File: config.mk
export PLATFORM = sky130hd
export DESIGN_NAME = ext_int_conditioner_flat
export DESIGN_NICKNAME = d
export VERILOG_FILES = /design/src/rtl/ext_int_conditioner_pkg.sv /design/src/rtl/ext_int_conditioner_if.sv /design/src/rtl/ext_int_conditioner_debounce.sv /design/src/rtl/ext_int_conditioner.sv /design/src/flat_wrapper.sv
export SDC_FILE = /design/constraint.sdc
export NUM_CORES = 1
export LEC_CHECK = 0
export ABC_CLOCK_PERIOD_IN_PS = 800
export CORE_AREA = 5 5 42 44
export CTS_CLUSTER_SIZE = 16
export DETAILED_ROUTE_END_ITERATION = 6
export DIE_AREA = 0 0 47 49
export MAX_ROUTING_LAYER = met4
export PLACE_DENSITY = 0.54
export SKIP_CTS_REPAIR_TIMING = 1
export SYNTH_ARGS = -nofsm -noshare
export SYNTH_HDL_FRONTEND = slang
export SYNTH_SLANG_ARGS = --single-unit
export TNS_END_PERCENT = 50
File: constraint.sdc
create_clock -name clk -period 0.8 [get_ports clk]
set_input_delay 0.12 -clock clk [delete_from_list [all_inputs] [get_ports clk]]
set_output_delay 0.12 -clock clk [all_outputs]
set_load 0.02 [all_outputs]
File: src/rtl/ext_int_conditioner_pkg.sv
// rtl/ext_int_conditioner_pkg.sv - shared constants and channel status type for the external interrupt conditioner
package int_cond_pkg;

  localparam int INT_SYNC_STAGES_DEF     = 2;
  localparam int INT_DEBOUNCE_W_DEF      = 16;
  localparam int INT_DEBOUNCE_CYCLES_DEF = 1000;

  typedef struct packed {
    logic pending;
    logic overrun;
    logic level;
  } int_ch_status_t;

endpackage

File: src/rtl/ext_int_conditioner_if.sv
// rtl/ext_int_conditioner_if.sv - pin, enable, clear and status bundle between board pins and the core
interface ext_int_conditioner_if #(
  parameter int NUM_CH = 2
);

  logic [NUM_CH-1:0] int_raw;
  logic [NUM_CH-1:0] edge_rise_en;
  logic [NUM_CH-1:0] edge_fall_en;
  logic [NUM_CH-1:0] int_clr;
  logic [NUM_CH-1:0] int_pending;
  logic [NUM_CH-1:0] int_level;
  logic [NUM_CH-1:0] overrun;

  modport master (
    output int_raw, edge_rise_en, edge_fall_en, int_clr,
    input  int_pending, int_level, overrun
  );

  modport slave (
    input  int_raw, edge_rise_en, edge_fall_en, int_clr,
    output int_pending, int_level, overrun
  );

endinterface

File: src/rtl/ext_int_conditioner_debounce.sv
// rtl/ext_int_conditioner_debounce.sv - one channel: pin synchroniser plus debounce filter
// Debounce counter present only when INT_COND_DEBOUNCE_EN is defined.
module int_debounce
  import int_cond_pkg::*;
#(
  parameter int SYNC_STAGES     = INT_SYNC_STAGES_DEF,
  parameter int DEBOUNCE_W      = INT_DEBOUNCE_W_DEF,
  parameter int DEBOUNCE_CYCLES = INT_DEBOUNCE_CYCLES_DEF
) (
  input  logic clk,
  input  logic reset,
  input  logic raw,
  output logic filt
);

  logic [SYNC_STAGES-1:0] sync_q;
  logic                   sync_o;

  always_ff @(posedge clk) begin
    if (reset) begin
      sync_q <= '0;
    end else begin
      sync_q <= {sync_q[SYNC_STAGES-2:0], raw};
    end
  end

  assign sync_o = sync_q[SYNC_STAGES-1];

  // Illegal configurations elaborate an empty marker block rather than silently misbehaving.
  if ((SYNC_STAGES < 2) || (DEBOUNCE_CYCLES < 1) || (DEBOUNCE_CYCLES >= (2 ** DEBOUNCE_W))) begin : g_bad_cfg
  end

`ifdef INT_COND_DEBOUNCE_EN
  localparam logic [DEBOUNCE_W-1:0] CNT_LAST = DEBOUNCE_W'(DEBOUNCE_CYCLES - 1);

  logic [DEBOUNCE_W-1:0] cnt;
  logic                  filt_r;

  // A bounce back to the accepted level restarts the count from zero.
  always_ff @(posedge clk) begin
    if (reset) begin
      filt_r <= 1'b0;
      cnt    <= '0;
    end else if (sync_o == filt_r) begin
      cnt <= '0;
    end else if (cnt == CNT_LAST) begin
      filt_r <= sync_o;
      cnt    <= '0;
    end else begin
      cnt <= cnt + DEBOUNCE_W'(1);
    end
  end

  assign filt = filt_r;
`else
  // Last synchroniser flop doubles as the filtered-level register.
  assign filt = sync_o;
`endif

endmodule

File: src/rtl/ext_int_conditioner.sv
// rtl/ext_int_conditioner.sv - external interrupt conditioner top: edge detect, sticky pending and overrun
// Optional debounce filter enabled by defining INT_COND_DEBOUNCE_EN.
module ext_int_conditioner
  import int_cond_pkg::*;
#(
  parameter int NUM_CH          = 2,
  parameter int SYNC_STAGES     = INT_SYNC_STAGES_DEF,
  parameter int DEBOUNCE_W      = INT_DEBOUNCE_W_DEF,
  parameter int DEBOUNCE_CYCLES = INT_DEBOUNCE_CYCLES_DEF
) (
  input logic                  clk,
  input logic                  reset,
  ext_int_conditioner_if.slave bus
);

  logic [NUM_CH-1:0] filt;
  logic [NUM_CH-1:0] filt_q;
  logic [NUM_CH-1:0] ev;
  logic [NUM_CH-1:0] pending_q;
  logic [NUM_CH-1:0] overrun_q;
  int_ch_status_t    status [NUM_CH];

  for (genvar i = 0; i < NUM_CH; i++) begin : g_ch
    int_debounce #(
      .SYNC_STAGES     (SYNC_STAGES),
      .DEBOUNCE_W      (DEBOUNCE_W),
      .DEBOUNCE_CYCLES (DEBOUNCE_CYCLES)
    ) u_debounce (
      .clk   (clk),
      .reset (reset),
      .raw   (bus.int_raw[i]),
      .filt  (filt[i])
    );
  end

  always_ff @(posedge clk) begin
    if (reset) begin
      filt_q <= '0;
    end else begin
      filt_q <= filt;
    end
  end

  assign ev = (filt & ~filt_q & bus.edge_rise_en) | (~filt & filt_q & bus.edge_fall_en);

  // A clear coinciding with a new event consumes the old request but keeps the new one.
  always_ff @(posedge clk) begin
    if (reset) begin
      pending_q <= '0;
      overrun_q <= '0;
    end else begin
      for (int i = 0; i < NUM_CH; i++) begin
        if (ev[i] && bus.int_clr[i]) begin
          pending_q[i] <= 1'b1;
          overrun_q[i] <= 1'b0;
        end else if (ev[i] && pending_q[i]) begin
          overrun_q[i] <= 1'b1;
        end else if (ev[i]) begin
          pending_q[i] <= 1'b1;
        end else if (bus.int_clr[i]) begin
          pending_q[i] <= 1'b0;
          overrun_q[i] <= 1'b0;
        end
      end
    end
  end

  always_comb begin
    for (int i = 0; i < NUM_CH; i++) begin
      status[i] = '{pending: pending_q[i], overrun: overrun_q[i], level: filt[i]};
    end
  end

  always_comb begin
    bus.int_pending = '0;
    bus.int_level   = '0;
    bus.overrun     = '0;
    for (int i = 0; i < NUM_CH; i++) begin
      bus.int_pending[i] = status[i].pending;
      bus.int_level[i]   = status[i].level;
      bus.overrun[i]     = status[i].overrun;
    end
  end

endmodule

File: src/flat_wrapper.sv
// flat-port wrapper written by rule: the top's interface ports become plain ports
module ext_int_conditioner_flat import int_cond_pkg::*;
#(
  parameter int NUM_CH          = 2,
  parameter int SYNC_STAGES     = INT_SYNC_STAGES_DEF,
  parameter int DEBOUNCE_W      = INT_DEBOUNCE_W_DEF,
  parameter int DEBOUNCE_CYCLES = INT_DEBOUNCE_CYCLES_DEF
)
  (clk, reset, bus_int_raw, bus_edge_rise_en, bus_edge_fall_en, bus_int_clr, bus_int_pending, bus_int_level, bus_overrun);
  ext_int_conditioner_if #(.NUM_CH(NUM_CH)) bus_i ();
  input logic clk;
  input logic reset;
  input wire logic [$bits(bus_i.int_raw)-1:0] bus_int_raw;
  input wire logic [$bits(bus_i.edge_rise_en)-1:0] bus_edge_rise_en;
  input wire logic [$bits(bus_i.edge_fall_en)-1:0] bus_edge_fall_en;
  input wire logic [$bits(bus_i.int_clr)-1:0] bus_int_clr;
  output wire logic [$bits(bus_i.int_pending)-1:0] bus_int_pending;
  output wire logic [$bits(bus_i.int_level)-1:0] bus_int_level;
  output wire logic [$bits(bus_i.overrun)-1:0] bus_overrun;
  assign bus_i.int_raw = bus_int_raw;
  assign bus_i.edge_rise_en = bus_edge_rise_en;
  assign bus_i.edge_fall_en = bus_edge_fall_en;
  assign bus_i.int_clr = bus_int_clr;
  assign bus_int_pending = bus_i.int_pending;
  assign bus_int_level = bus_i.int_level;
  assign bus_overrun = bus_i.overrun;
  ext_int_conditioner #(.NUM_CH(NUM_CH), .SYNC_STAGES(SYNC_STAGES), .DEBOUNCE_W(DEBOUNCE_W), .DEBOUNCE_CYCLES(DEBOUNCE_CYCLES)) u_core (.clk(clk), .reset(reset), .bus(bus_i));
endmodule
* Word-level counts from Yosys, hierarchy flattened
Index checks and enable logic that the tools add are counted.
Operators by class: bitwise logic cells 7, equal/unequal tests 4, multiplexer cells 12, reductions and logical operators 14
Operators with widths (count):
- 1-bit 2-to-1 mux | 12
- 2-bit bitwise AND | 4
- 2-bit AND reduction | 4
- 3-bit nonzero test | 2
- 1-bit logical AND | 4
- 2-bit by 1-bit != test with 1-bit output (second input constant) | 2
- 2-bit != test (second input constant) | 2
- 2-bit inverter | 2
- 2-bit nonzero test | 2
- 2-bit OR reduction | 2
- 2-bit bitwise OR | 1
Storage, ports and cells: word-level logic and storage cells 44, bits of input ports 10, flip-flop bits (word level) 10

* Longest topological paths before layout
word-level depth 7, gate-level depth with buffers 4

* Hierarchy
Synthesis repeated with hierarchy kept, for this count alone.
Second synthesis, totals: cells, all modules 34, area total of the unflattened synthesis 332.8 um2
By module, submodules not included:
- ext_int_conditioner | cells an instance 26, times used 1, sequential area each 120.1 um2, area an instance 227.7 um2
- int_debounce | cells an instance 4, times used 2, sequential area each 40.0 um2, area an instance 52.6 um2

* Worst setup path after synthesis
OpenSTA, ideal clock, no wires.
kind reg-to-reg, start reg u_core.g_ch[0].u_debounce.sync_q[1], end reg u_core.overrun_q[0], in the netlist u_core.bus.overrun[0], data required time 731 ps, stages on the path, launching flop included 4, arrival time 669 ps, path slack 62 ps, buffers on the path 0, cells stage by stage dfxtp_1 nand2_1 o22a_1 o21ai_1
On the way: word-level cells in the longest chain between the ends 7, elaborated cells on any way between the ends 13
RTL lines:
- start, declared | line ext_int_conditioner_debounce.sv:16 | logic [SYNC_STAGES-1:0] sync_q;
- start signal, assigned | line ext_int_conditioner_debounce.sv:23 | sync_q <= {sync_q[SYNC_STAGES-2:0], raw};
- 2-bit inverter | line ext_int_conditioner.sv:44 | assign ev = (filt & ~filt_q & bus.edge_rise_en) | (~filt & filt_q & bus.edge_fall_en);
- 2-bit bitwise AND (2 in series) | line ext_int_conditioner.sv:44
- 2-bit bitwise OR * | line ext_int_conditioner.sv:44
- 1-bit logical AND | line ext_int_conditioner.sv:56 | end else if (ev[i] && pending_q[i]) begin
- 2-bit != test (no line) or 2-bit nonzero test (tied branches)
- 2-bit AND reduction (no line)
- end signal, assigned | line ext_int_conditioner.sv:50 | overrun_q <= '0;
- end signal, assigned by index | line ext_int_conditioner.sv:55 | overrun_q[i] <= 1'b0;
- end signal, assigned by index | line ext_int_conditioner.sv:57 | overrun_q[i] <= 1'b1;
- end, declared | line ext_int_conditioner.sv:20 | logic [NUM_CH-1:0] overrun_q;
Mark *: on every way between the ends. The rest lies on a longest branch, timed or not. A chain may end at the register's enable or synchronous reset.

* Final worst setup path
start reg u_core.g_ch[1].u_debounce.sync_q[1], end out bus_int_level[1]
RTL lines:
- start, declared | line ext_int_conditioner_debounce.sv:16
- start signal, assigned | line ext_int_conditioner_debounce.sv:23
- end, declared | line flat_wrapper.sv:18 | output wire logic [$bits(bus_i.int_level)-1:0] bus_int_level;
No word-level cell between the ends.

==> results.txt <==
outcome: complete, but fails checks
failing checks: setup timing
nets@finish: 69
crit path kind: register to output port
Placeable Area: 1401 um^2
Switching Fraction: 20.10%
CP top delay family: flip-flops
Worst Reg2Reg Path Length in Cells: 4
worst r2r src: u_core.g_ch[1].u_debounce.sync_q[1]
wire per inst: 8.757 um
main area contributors after synthesis: dfxtp_1 (56%), nor2b_1 (10%), nand2_1 (7.3%), buf_4 (4.2%), nand2b_1 (3.5%)
# fillers: 141
worst IR drop on VDD: 0.001007 V
gr usage total: 6.227%
initial DRC count: 2
Reg power frac: 47.6%
maxcap violations: 0
drt drc: 0
P_sw: 219.9 uW
Synthesis Warnings: 0
area added between synthesis and finish: 67.25%
clk slew on worst S/H paths: 0.07 ns
register area share after synthesis: 55.75%
TritonCTS clock tree: done
Worst-Margin Slew: 0.1381 ns
# setup viols final: 10
first-pass GRT wire length: 993 um
Core Rows: 14
min-delay src: bus_int_raw[1]
CP endpoint kind: output port
CP peak stage delay: 0.33 ns
final hold violation count: 0
Yosys top cell area share: 55.75%
Final period util: 108.4%
CP max FO: 2
Die Ht: 49 um
Worst path depth: 1
crit start category: register
RSZ-0062 raised after global routing: true
Clock Skew: 0.004374 ns
Setup crit start: u_core.g_ch[1].u_debounce.sync_q[1]
worst hold slack: 0.4039 ns
Buf+Inv Stages, Crit Path: 1
syn avg cell area: 9.705 um^2
initial cell density of the core: 25.62%
fmax: 1154 MHz
Pre-Repair DR Iteration Count: 3
Hold Path Depth: 2
initial antenna violation count: 0
H-tree Lvls: 1
die area: 2303 um^2
drt total wl: 648 um
Vias/cell: 3.973
GP Congestion: 0.5653
placed cell count: 70
# port buffers: 15
worst path cell trace: buf_2
largest net degree at the start of global routing: 11
mapped cell area: 359.1 um^2
Leakage: 0.0002381 uW
Pins Over Slew Limit: 0
Worst-Skew Late Latency: 0.26 ns
PnR worst setup slack: -0.06681 ns
GRT overflow: 0
Synth Net Count: 47
pwr dens: 1822 nW/um^2
CTS buffer count: 3
CTS Buffer Depth: 2
Synth area leader: dfxtp_1
Hold Path Class: input pin to register
Die Wd: 47 um
Slowest-stage cell, CP: dfxtp_2
Worst Path Arrival: 0.75 ns
Logic pwr share: 11.6%
CP Data Required Time: 0.68 ns
vias in the first global route: 259
Antenna diodes: 0
clk root buf: clkbuf_4
Min Clock Period, post-route: 0.8668 ns
DR vias: 294
Clock power frac: 40.8%
layout cells sized above 1: 39.66%
Finished Core Util: 42.86%
clk sinks: 10
Synth Instances: 37
Worst slew margin: 90.79%
Distinct cells, synth: 12
Layout Cells excl Fill: 74
num ports: 16
Yosys reg bits: 10
internal power: 874.4 uW
Routed Antenna Nets: 0
-- layout make-up --
type | count | area [um^2] | share of cell area (%)
clock buffers | 4 | 36.28 | 6.042
multi-input cells | 24 | 136.4 | 22.71
flip-flops and latches | 10 | 206.4 | 34.38
well taps | 16 | 20.02 | 3.333
repair buffers | 20 | 201.4 | 33.54
-- power groups by stage --
stage | sequential (uW) | combinational [uW] | clock [uW]
floorplan | 536 | 44.4 | 0
global placement | 530 | 127 | 0
detailed placement | 531 | 127 | 0
CTS | 519 | 128 | 466
global route | 523 | 136 | 484
finish | 521 | 127 | 446
-- layout by cell type (no fill, tap or decap), drive strengths merged, types with 2 or more instances in the layout --
| master | netlist | final |
|---|---|---|
| dfxtp | 10 | 10 |
| nand2 | 7 | 7 |
| clkbuf | 0 | 4 |
| buf | 3 | 11 |
| nand2b | 2 | 2 |
| nor2 | 2 | 2 |
| clkdlybuf4s50 | 0 | 9 |
| a21oi | 2 | 2 |
| o21ai | 2 | 2 |
| nor2b | 6 | 6 |
-- cells in the mapped netlist --
master / number
buf_6: 1
nand2b_1: 2
o21a_1: 1
nand2_1: 7
nor2b_1: 6
nor2_2: 2
nand3b_1: 1
a21oi_1: 2
dfxtp_1: 10
o21ai_1: 2
o22a_1: 1
buf_4: 2
-- worst paths after layout --
path	to	slack [ns]
worst max-delay path	bus_int_level[1]	-0.07
worst min-delay path	u_core.g_ch[1].u_debounce.sync_q[0]	0.40
worst max register to register	u_core.bus.overrun[1]	-0.06
worst min register to register	u_core.g_ch[0].u_debounce.sync_q[1]	0.44
-- registers in the layout, summed over array words and instances, names as in the netlist --
signal	cells
u_core.bus.int_pending	2
u_core.filt_q	2
u_core.g_ch.u_debounce.sync_q	4
u_core.bus.overrun	2
-- per-stage QoR --
stage | power, uW | TNS (ns) | worst slack (ns) | area [um^2]
after floorplan | 580.6 | 0 | 0.06238 | 359.1
after global placement | 657.4 | -2.978 | -0.2439 | 553.0
after detailed placement | 657.7 | -3.020 | -0.2512 | 553.0
after CTS | 1113 | -3.415 | -0.5317 | 589.3
after global routing | 1144 | -0.7963 | -0.1053 | 600.6
final | 1094 | -0.4055 | -0.06681 | 600.6
-- kinds of logic (layout without fill, tap and decap cells) --
logic type | count (synthesis) | after routing | synth area share, %
simple gates | 18 | 18 | 26.83
buf+inv | 3 | 24 | 7.316
compound gates | 6 | 6 | 10.11
flops | 10 | 10 | 55.75
-- per-layer routing --
layer	share of wire [%]	track usage, %	up-vias
met3	12	3.321	2
met4	1.5	4.147	0
li1	-	-	160
met1	44	8.204	121
met2	42	7.014	11
met5	0	-	-
No activity file was read; power rests on OpenSTA's default activity.
